$ cat src/rtl/dual_rate_sched_pkg.sv
// ---------------------------------------------------------------------------
// dual_rate_sched_pkg
//  Shared definitions for the dual-rate scheduler: channel identifiers,
//  vector bit positions for per-channel signals, default periods and width.
// ---------------------------------------------------------------------------
package dual_rate_sched_pkg;

   // Channel identity, also used as the round-robin priority state.
   typedef enum logic {
      CH1 = 1'b0,
      CH2 = 1'b1
   } chan_e;

   // Bit positions of each channel inside the 2-bit tick/req/grant/pend vectors.
   localparam int CH1_IDX = 0;
   localparam int CH2_IDX = 1;

   // Bit positions inside the sticky overrun vector {ch2,ch1}.
   localparam int OVR_CH1 = 0;
   localparam int OVR_CH2 = 1;

   localparam int P1_DEFAULT = 10;
   localparam int P2_DEFAULT = 8;
   localparam int CW_DEFAULT = 8;

   // The channel that gets priority after the given one wins a contention.
   function automatic chan_e other_chan(input chan_e ch);
      return (ch == CH1) ? CH2 : CH1;
   endfunction

endpackage

$ cat src/rtl/dual_rate_sched_if.sv
// ---------------------------------------------------------------------------
// dual_rate_sched_if
//  Bundles the scheduler's control, operand and result signals.
//   run   : 1 = period counters advance, 0 = counters and pending cleared
//   hold  : 1 = shared evaluation slot unavailable this cycle
//   a,b,c : datapath operands, sampled only on a granted cycle
//   f1,f2 : result registers
//   upd1,upd2 : one-cycle strobes, result written at the preceding edge
//   ovr   : sticky overrun flags {ch2,ch1}
//  master: stimulus side, slave: scheduler side.
// ---------------------------------------------------------------------------
interface dual_rate_sched_if;
   logic       run;
   logic       hold;
   logic       a;
   logic       b;
   logic       c;
   logic       f1;
   logic       f2;
   logic       upd1;
   logic       upd2;
   logic [1:0] ovr;

   modport master (
      output run, hold, a, b, c,
      input  f1, f2, upd1, upd2, ovr
   );

   modport slave (
      input  run, hold, a, b, c,
      output f1, f2, upd1, upd2, ovr
   );
endinterface

$ cat src/rtl/dual_rate_sched_period_counter.sv
// ---------------------------------------------------------------------------
// period_counter
//  Free-running modulo-P counter that produces a rate tick on its last count.
//  Ports:
//   clk  : clock, rising edge
//   rst  : synchronous reset, active-high
//   run  : 1 = count 0..P-1 and wrap, 0 = count forced to 0 at next edge
//   tick : combinational, high while run=1 and the count equals P-1
// ---------------------------------------------------------------------------
module period_counter #(
   parameter int P  = 10,
   parameter int CW = 8
) (
   input  logic clk,
   input  logic rst,
   input  logic run,
   output logic tick
);

   // P may be as large as 2**CW, so P-1 is the largest value that fits in CW bits.
   localparam logic [CW-1:0] LAST = CW'(P - 1);

   logic [CW-1:0] cnt_reg;

   always_ff @(posedge clk) begin
      if (rst || !run) begin
         cnt_reg <= '0;
      end else if (cnt_reg == LAST) begin
         cnt_reg <= '0;
      end else begin
         cnt_reg <= cnt_reg + CW'(1);
      end
   end

   assign tick = run & (cnt_reg == LAST);

endmodule

$ cat src/rtl/dual_rate_sched.sv
// ---------------------------------------------------------------------------
// dual_rate_sched
//  Single-clock scheduler for two rate-driven result registers. Two period
//  counters raise ticks; one shared evaluation slot writes one result per
//  cycle, with a round-robin arbiter resolving coincident requests and a
//  one-deep pending flag per channel holding deferred requests.
//  Ports:
//   clk : clock, rising edge
//   rst : synchronous reset, active-high (wins over run/hold)
//   bus : dual_rate_sched_if.slave (run, hold, a, b, c in;
//         f1, f2, upd1, upd2, ovr out)
//  Results: f1 <= a & b on a channel-1 grant, f2 <= f1 | c on a channel-2
//  grant (f1 taken before the edge).
// ---------------------------------------------------------------------------
module dual_rate_sched
   import dual_rate_sched_pkg::*;
#(
   parameter int P1 = P1_DEFAULT,
   parameter int P2 = P2_DEFAULT,
   parameter int CW = CW_DEFAULT
) (
   input  logic               clk,
   input  logic               rst,
   dual_rate_sched_if.slave   bus
);

   logic [1:0] tick;
   logic [1:0] req;
   logic [1:0] grant;
   logic       contention;

   logic [1:0] pend_reg;
   logic [1:0] ovr_reg;
   logic [1:0] upd_reg;
   chan_e      prio_reg;
   logic       f1_reg;
   logic       f2_reg;

   // One period counter per channel; bit gi of tick belongs to channel gi.
   generate
      for (genvar gi = 0; gi < 2; gi++) begin : g_counter
         localparam int PERIOD = (gi == CH1_IDX) ? P1 : P2;
         period_counter #(
            .P  (PERIOD),
            .CW (CW)
         ) u_counter (
            .clk  (clk),
            .rst  (rst),
            .run  (bus.run),
            .tick (tick[gi])
         );
      end
   endgenerate

   // A fresh tick requests in the same cycle; a deferred one keeps requesting
   // through its pending flag.
   assign req        = tick | pend_reg;
   assign contention = ~bus.hold & req[CH1_IDX] & req[CH2_IDX];

   always_comb begin
      grant = 2'b00;
      if (!bus.hold) begin
         if (contention) begin
            case (prio_reg)
               CH1:     grant[CH1_IDX] = 1'b1;
               default: grant[CH2_IDX] = 1'b1;
            endcase
         end else begin
            grant = req;
         end
      end
   end

   always_ff @(posedge clk) begin
      if (rst) begin
         pend_reg <= 2'b00;
         ovr_reg  <= 2'b00;
         upd_reg  <= 2'b00;
         prio_reg <= CH1;
         f1_reg   <= 1'b0;
         f2_reg   <= 1'b0;
      end else begin
         // Dropping run discards pending work, but a grant issued in that
         // same cycle still writes its result below.
         pend_reg <= bus.run ? (req & ~grant) : 2'b00;

         // A tick arriving while the previous one is still pending merges
         // into it; the lost update is only recorded here. ovr survives run=0.
         ovr_reg[OVR_CH1] <= ovr_reg[OVR_CH1] | (tick[CH1_IDX] & pend_reg[CH1_IDX]);
         ovr_reg[OVR_CH2] <= ovr_reg[OVR_CH2] | (tick[CH2_IDX] & pend_reg[CH2_IDX]);

         if (contention) begin
            prio_reg <= other_chan(prio_reg);
         end

         if (grant[CH1_IDX]) begin
            f1_reg <= bus.a & bus.b;
         end
         if (grant[CH2_IDX]) begin
            f2_reg <= f1_reg | bus.c;
         end

         upd_reg <= grant;
      end
   end

   assign bus.f1   = f1_reg;
   assign bus.f2   = f2_reg;
   assign bus.upd1 = upd_reg[CH1_IDX];
   assign bus.upd2 = upd_reg[CH2_IDX];
   assign bus.ovr  = ovr_reg;

endmodule

$ cat src/flat_wrapper.sv
// flat-port wrapper written by rule: the top's interface ports become plain ports
module dual_rate_sched_flat import dual_rate_sched_pkg::*;
#(
   parameter int P1 = P1_DEFAULT,
   parameter int P2 = P2_DEFAULT,
   parameter int CW = CW_DEFAULT
)
  (clk, rst, bus_run, bus_hold, bus_a, bus_b, bus_c, bus_f1, bus_f2, bus_upd1, bus_upd2, bus_ovr);
  dual_rate_sched_if bus_i ();
  input  logic clk;
  input  logic rst;
  input wire logic [$bits(bus_i.run)-1:0] bus_run;
  input wire logic [$bits(bus_i.hold)-1:0] bus_hold;
  input wire logic [$bits(bus_i.a)-1:0] bus_a;
  input wire logic [$bits(bus_i.b)-1:0] bus_b;
  input wire logic [$bits(bus_i.c)-1:0] bus_c;
  output wire logic [$bits(bus_i.f1)-1:0] bus_f1;
  output wire logic [$bits(bus_i.f2)-1:0] bus_f2;
  output wire logic [$bits(bus_i.upd1)-1:0] bus_upd1;
  output wire logic [$bits(bus_i.upd2)-1:0] bus_upd2;
  output wire logic [$bits(bus_i.ovr)-1:0] bus_ovr;
  assign bus_i.run = bus_run;
  assign bus_i.hold = bus_hold;
  assign bus_i.a = bus_a;
  assign bus_i.b = bus_b;
  assign bus_i.c = bus_c;
  assign bus_f1 = bus_i.f1;
  assign bus_f2 = bus_i.f2;
  assign bus_upd1 = bus_i.upd1;
  assign bus_upd2 = bus_i.upd2;
  assign bus_ovr = bus_i.ovr;
  dual_rate_sched #(.P1(P1), .P2(P2), .CW(CW)) u_core (.clk(clk), .rst(rst), .bus(bus_i));
endmodule
$ cat config.mk
export PLATFORM = sky130hd
export DESIGN_NAME = dual_rate_sched_flat
export DESIGN_NICKNAME = d
export VERILOG_FILES = /design/src/rtl/dual_rate_sched_pkg.sv /design/src/rtl/dual_rate_sched_if.sv /design/src/rtl/dual_rate_sched_period_counter.sv /design/src/rtl/dual_rate_sched.sv /design/src/flat_wrapper.sv
export SDC_FILE = /design/constraint.sdc
export NUM_CORES = 1
export LEC_CHECK = 0
export BUFFER_PORTS_ARGS = -buffer_cell sky130_fd_sc_hd__buf_2
export CORE_MARGIN = 10
export CORE_UTILIZATION = 59
export CTS_CLUSTER_SIZE = 10
export DETAILED_ROUTE_END_ITERATION = 8
export GPL_TIMING_DRIVEN = 0
export PLACE_DENSITY = 0.81
export SETUP_SLACK_MARGIN = 0.4
export SLEW_MARGIN = 20
export SYNTH_ARGS = -nofsm -noshare
export SYNTH_HDL_FRONTEND = slang
export SYNTH_SLANG_ARGS = --single-unit
$ cat constraint.sdc
create_clock -name clk -period 4.28 [get_ports clk]
set_input_delay 0.856 -clock clk [delete_from_list [all_inputs] [get_ports clk]]
set_output_delay 0.856 -clock clk [all_outputs]
set_load 0.1 [all_outputs]
* After elaboration in Yosys (flattened, before gate mapping) *
Cells that the tools add are included.
Widths: inputs -> output; s select.

storage, ports and cells
  output and inout port bits = 6
  bits in registers = 25
  input port bits = 7

cells by class
  reductions and logical operators = 5
  muxes and demuxes = 4
  add/subtract/negate cells = 2
  equality and inequality tests = 2
  bitwise gates (word level) = 15

operator list
  kind                 number
  $add 8x1->8 const B  2
  $eq 8x3->1 const B   1
  $eq 8x4->1 const B   1
  $and 1x1->1          7
  $reduce_or 2->1      3
  $mux 2               2
  $or 1x1->1           3
  $and 2x2->2          1
  $mux 1               2
  $not 1->1            2
  $not 2->2            1
  $or 2x2->2           1
  $logic_not 1->1      1
  $logic_or 1x1->1     1

* Longest topological paths before layout *
  depth in word-level cells = 9
  gate-level depth with buffers = 6
  mapped depth without buffers = 6

* Cells and area by module *
From an unflattened synthesis, not the netlist that was laid out.

unflattened totals
  cells, all modules = 115
  area, all modules = 1064.8 µm²

by module, submodules not included
  module                                          sequential area each (µm²)  times used  area each (µm²)  cells an instance
  period_counter (u_core.g_counter[0].u_counter)  160.2                       1           377.9            41
  period_counter (u_core.g_counter[1].u_counter)  160.2                       1           360.3            40
  dual_rate_sched                                 180.2                       1           326.6            34

* Worst setup path after synthesis *
Ideal clock, no wire load.

  path kind = flip-flop to output port
  from = register u_core.f1_reg (netlist: u_core.bus.f1)
  to = output bus_f1
  arrival = 0.941 ns
  cell stages (with the launch flop) = 1
  path buffers = 0
  setup slack = 2.483 ns
  path through = dfxtp_1

RTL lines
  element                 RTL line               RTL
  start, declared         dual_rate_sched.sv:36  logic f1_reg;
  start signal, assigned  dual_rate_sched.sv:97  f1_reg <= bus.a & bus.b;
  end, declared           flat_wrapper.sv:17     output wire logic [$bits(bus_i.f1)-1:0] bus_f1;

No word-level cell between the ends.

* Worst setup path after layout *
  from = register u_core.f1_reg (netlist: u_core.bus.f1)
  to = output bus_f1

No word-level cell between the ends.

==> impl_metrics.yaml <==
drt:
  drtIter0Drc: 11
  wl_per_cell_um: 13.4
  drcViolationCount: 0
  dr.pass1.iters: 5
  viasPerCell: 5.53
  wirelength_um: 1980
  ant_nets: 0
  route.vias.total: 819
synthesis:
  yosys_register_bits: 25
  synth_compound_area_frac: 0.0774
  synth_ff_type: "dfxtp_1"
  yosysUniqueCellTypes: 35
  syn-num-nets: 118
  synth_fa_ha_area_frac: 0.0357
  synth_mux_area_frac: 0.0190
  seq_area_frac_synth: 0.476
  syn_area_um2: 1050
  yosys.area.top_type: "dfxtp_1"
  synth_cells: 108
  synth_top_area_frac: 0.476
  ys.warnings.count: 0
  avgSynthCellArea_um2: 9.73
  yosys.area_share.xor_xnor: 0.100
  synth_area_leaders: "dfxtp_1 (48%), xor2_1 (7.5%), nor2_1 (6.8%)"
  yosys.area_share.simple: 0.265
  synth-edff-count: 0
  yosys-top-cells-count: "dfxtp_1 (25), nor2_1 (19), nand3_1 (9), xor2_1 (9)"
  synth.most_common_cell: "dfxtp_1"
  async_reset_ff_frac: 0
  synth_top_family_by_area: "simple AND/OR/NAND/NOR gates"
placement:
  dp_hpwl_um: 1580
  dpl_cell_area_um2: 1140
  io_buffers: 11
  place_congestion: 0.743
  dp_slack_ns: 2.23
timing:
  rsz0062_at_grt: "false"
  max_slew_margin: 0.675
  setup_violations: 0
  drv_slew: 0
  final.setup.worst_slack_ns: 2.30
  finalSetupTns_ns: 0
  fin_crit_sh: 0.462
  clock.fmax_mhz: 505
  worst_pin_slew_ns: 0.491
  finClkSkew_ns: 0.00265
  hold_violations: 0
  period_needed_ns: 1.98
clock_network:
  cts_resized: 0
  post_cts_buffers: 0
  cts_made_buffers: 3
  cts_buffer_depth: 2
  path_clk_slew_ns: 0.13
  cts.sinks: 25
  clk_latency_ns: 0.30
  cts_root_buffer: "clkbuf_4"
  cts_tree: "done"
  cts_hold_buf: 0
  htreeDepth: 1
job:
  maxCapViolCount: 0
critical_path:
  crit_chain: "buf_2"
  cp_data_required_time_ns: 3.42
  crit_path_end_kind: "primary output"
  cp_data_arrival_time_ns: 1.12
  crit_path_max_incr_delay_ns: 0.44
  path_class: "reg2out"
  cp_slowest_cell: "buf_2"
  worst-path-buf-inv: 1
  path_max_fanout: 3
  crit_family: "buffers and inverters"
  start_kind: "register"
die:
  die-area_um2: 3870
  rows: 15
  core-area_um2: 1710
  pin_count: 13
  start_util: 0.615
  die_h_um: 62.2
  die_w_um: 62.2
run_status:
  status: "complete, no violations"
finish:
  layout.core_utilization: 0.681
  fin_area_um2: 1160
  finalNetCount: 134
  largest_register_ffs: 16
  antenna_cells: 0
  area_growth_pct: 10.7
  layout-drive-gt1-share: 0.187
grt:
  track_usage: 0.103
  grt_overflow: 0
  grt_max_degree: 14
  grt_pass1_vias: 824
  antenna_found_initial: 0
  grt_pass1_wl_um: 3470
power_and_ir_drop:
  p_leak_nw: 0.478
  powerDensity_nw_per_um2: 303
  ir_drop_mv: 0.203
worst_hold_path:
  hold_path.class: "reg2reg"
-- final cells by class --
| cell class | instances | area, µm² |
|---|---|---|
| sequential | 25 | 500 |
| clock buffer | 4 | 26.3 |
| buffer | 3 | 16.3 |
| inverter | 3 | 11.3 |
| fill | 140 | 544 |
| timing repair buffer | 11 | 55.1 |
| tap | 25 | 31.3 |
| multi-input combinational | 77 | 523 |
-- cells by family (layout without fill, tap and decap cells) --
group           after synthesis  count (layout)
fa+ha+maj                     3               3
compound gates               12              12
buf+inv                       6              21
mux                           2               2
simple gates                 48              48
xor+xnor                     12              12
flops                        25              25
-- cell usage in the layout, fill, tap and decap left out, types with 2 or more instances in the layout --
| cell type | count |
|---|---|
| clkbuf_1 | 2 |
| inv_1 | 3 |
| a21oi_1 | 2 |
| a31oi_1 | 3 |
| and4b_1 | 2 |
| dfxtp_1 | 25 |
| xnor2_1 | 3 |
| mux2i_1 | 2 |
| xor2_1 | 9 |
| ha_1 | 3 |
| and3_1 | 3 |
| buf_2 | 12 |
| nand3_1 | 9 |
| nand2b_1 | 3 |
| nor2_1 | 19 |
| clkbuf_4 | 3 |
-- power by group --
group | switching [mW] | total, mW | internal [mW]
clock | 0.0651 | 0.101 | 0.0363
combinational | 0.00811 | 0.0145 | 0.00641
sequential | 0.00180 | 0.236 | 0.235
total | 0.0751 | 0.352 | 0.277
-- path summary, 6_finish.rpt --
path / startpoint / to / slack (ns) / cells past startpoint
max: u_core.bus.f1$_SDFFE_PP0P_ / bus_f1 / 2.30 / 1
min: u_core.g_counter[1].u_counter.cnt_reg[0]$_SDFF_PP0_ / u_core.g_counter[1].u_counter.cnt_reg[0]$_SDFF_PP0_ / 0.44 / 1
max reg2reg: u_core.g_counter[1].u_counter.cnt_reg[0]$_SDFF_PP0_ / u_core.bus.f1$_SDFFE_PP0P_ / 2.49 / 5
min reg2reg: u_core.g_counter[1].u_counter.cnt_reg[0]$_SDFF_PP0_ / u_core.g_counter[1].u_counter.cnt_reg[0]$_SDFF_PP0_ / 0.44 / 1
-- stage by stage --
| step | power (mW) | std cells | hold WS [ns] |
|---|---|---|---|
| after floorplan | 0.250 | 108 | 0.413 |
| after global placement | 0.255 | 144 | 0.424 |
| after detailed placement | 0.256 | 144 | 0.432 |
| after CTS | 0.352 | 148 | 0.450 |
| after global routing | 0.365 | 148 | 0.478 |
| final | 0.352 | 148 | 0.443 |
-- layer usage --
metal  share of wire  GRT usage
met5               0          0
met4           0.016     0.0343
met3           0.053     0.0287
met2            0.54      0.196
met1            0.39      0.104
Power figures use the tool's default switching activity.
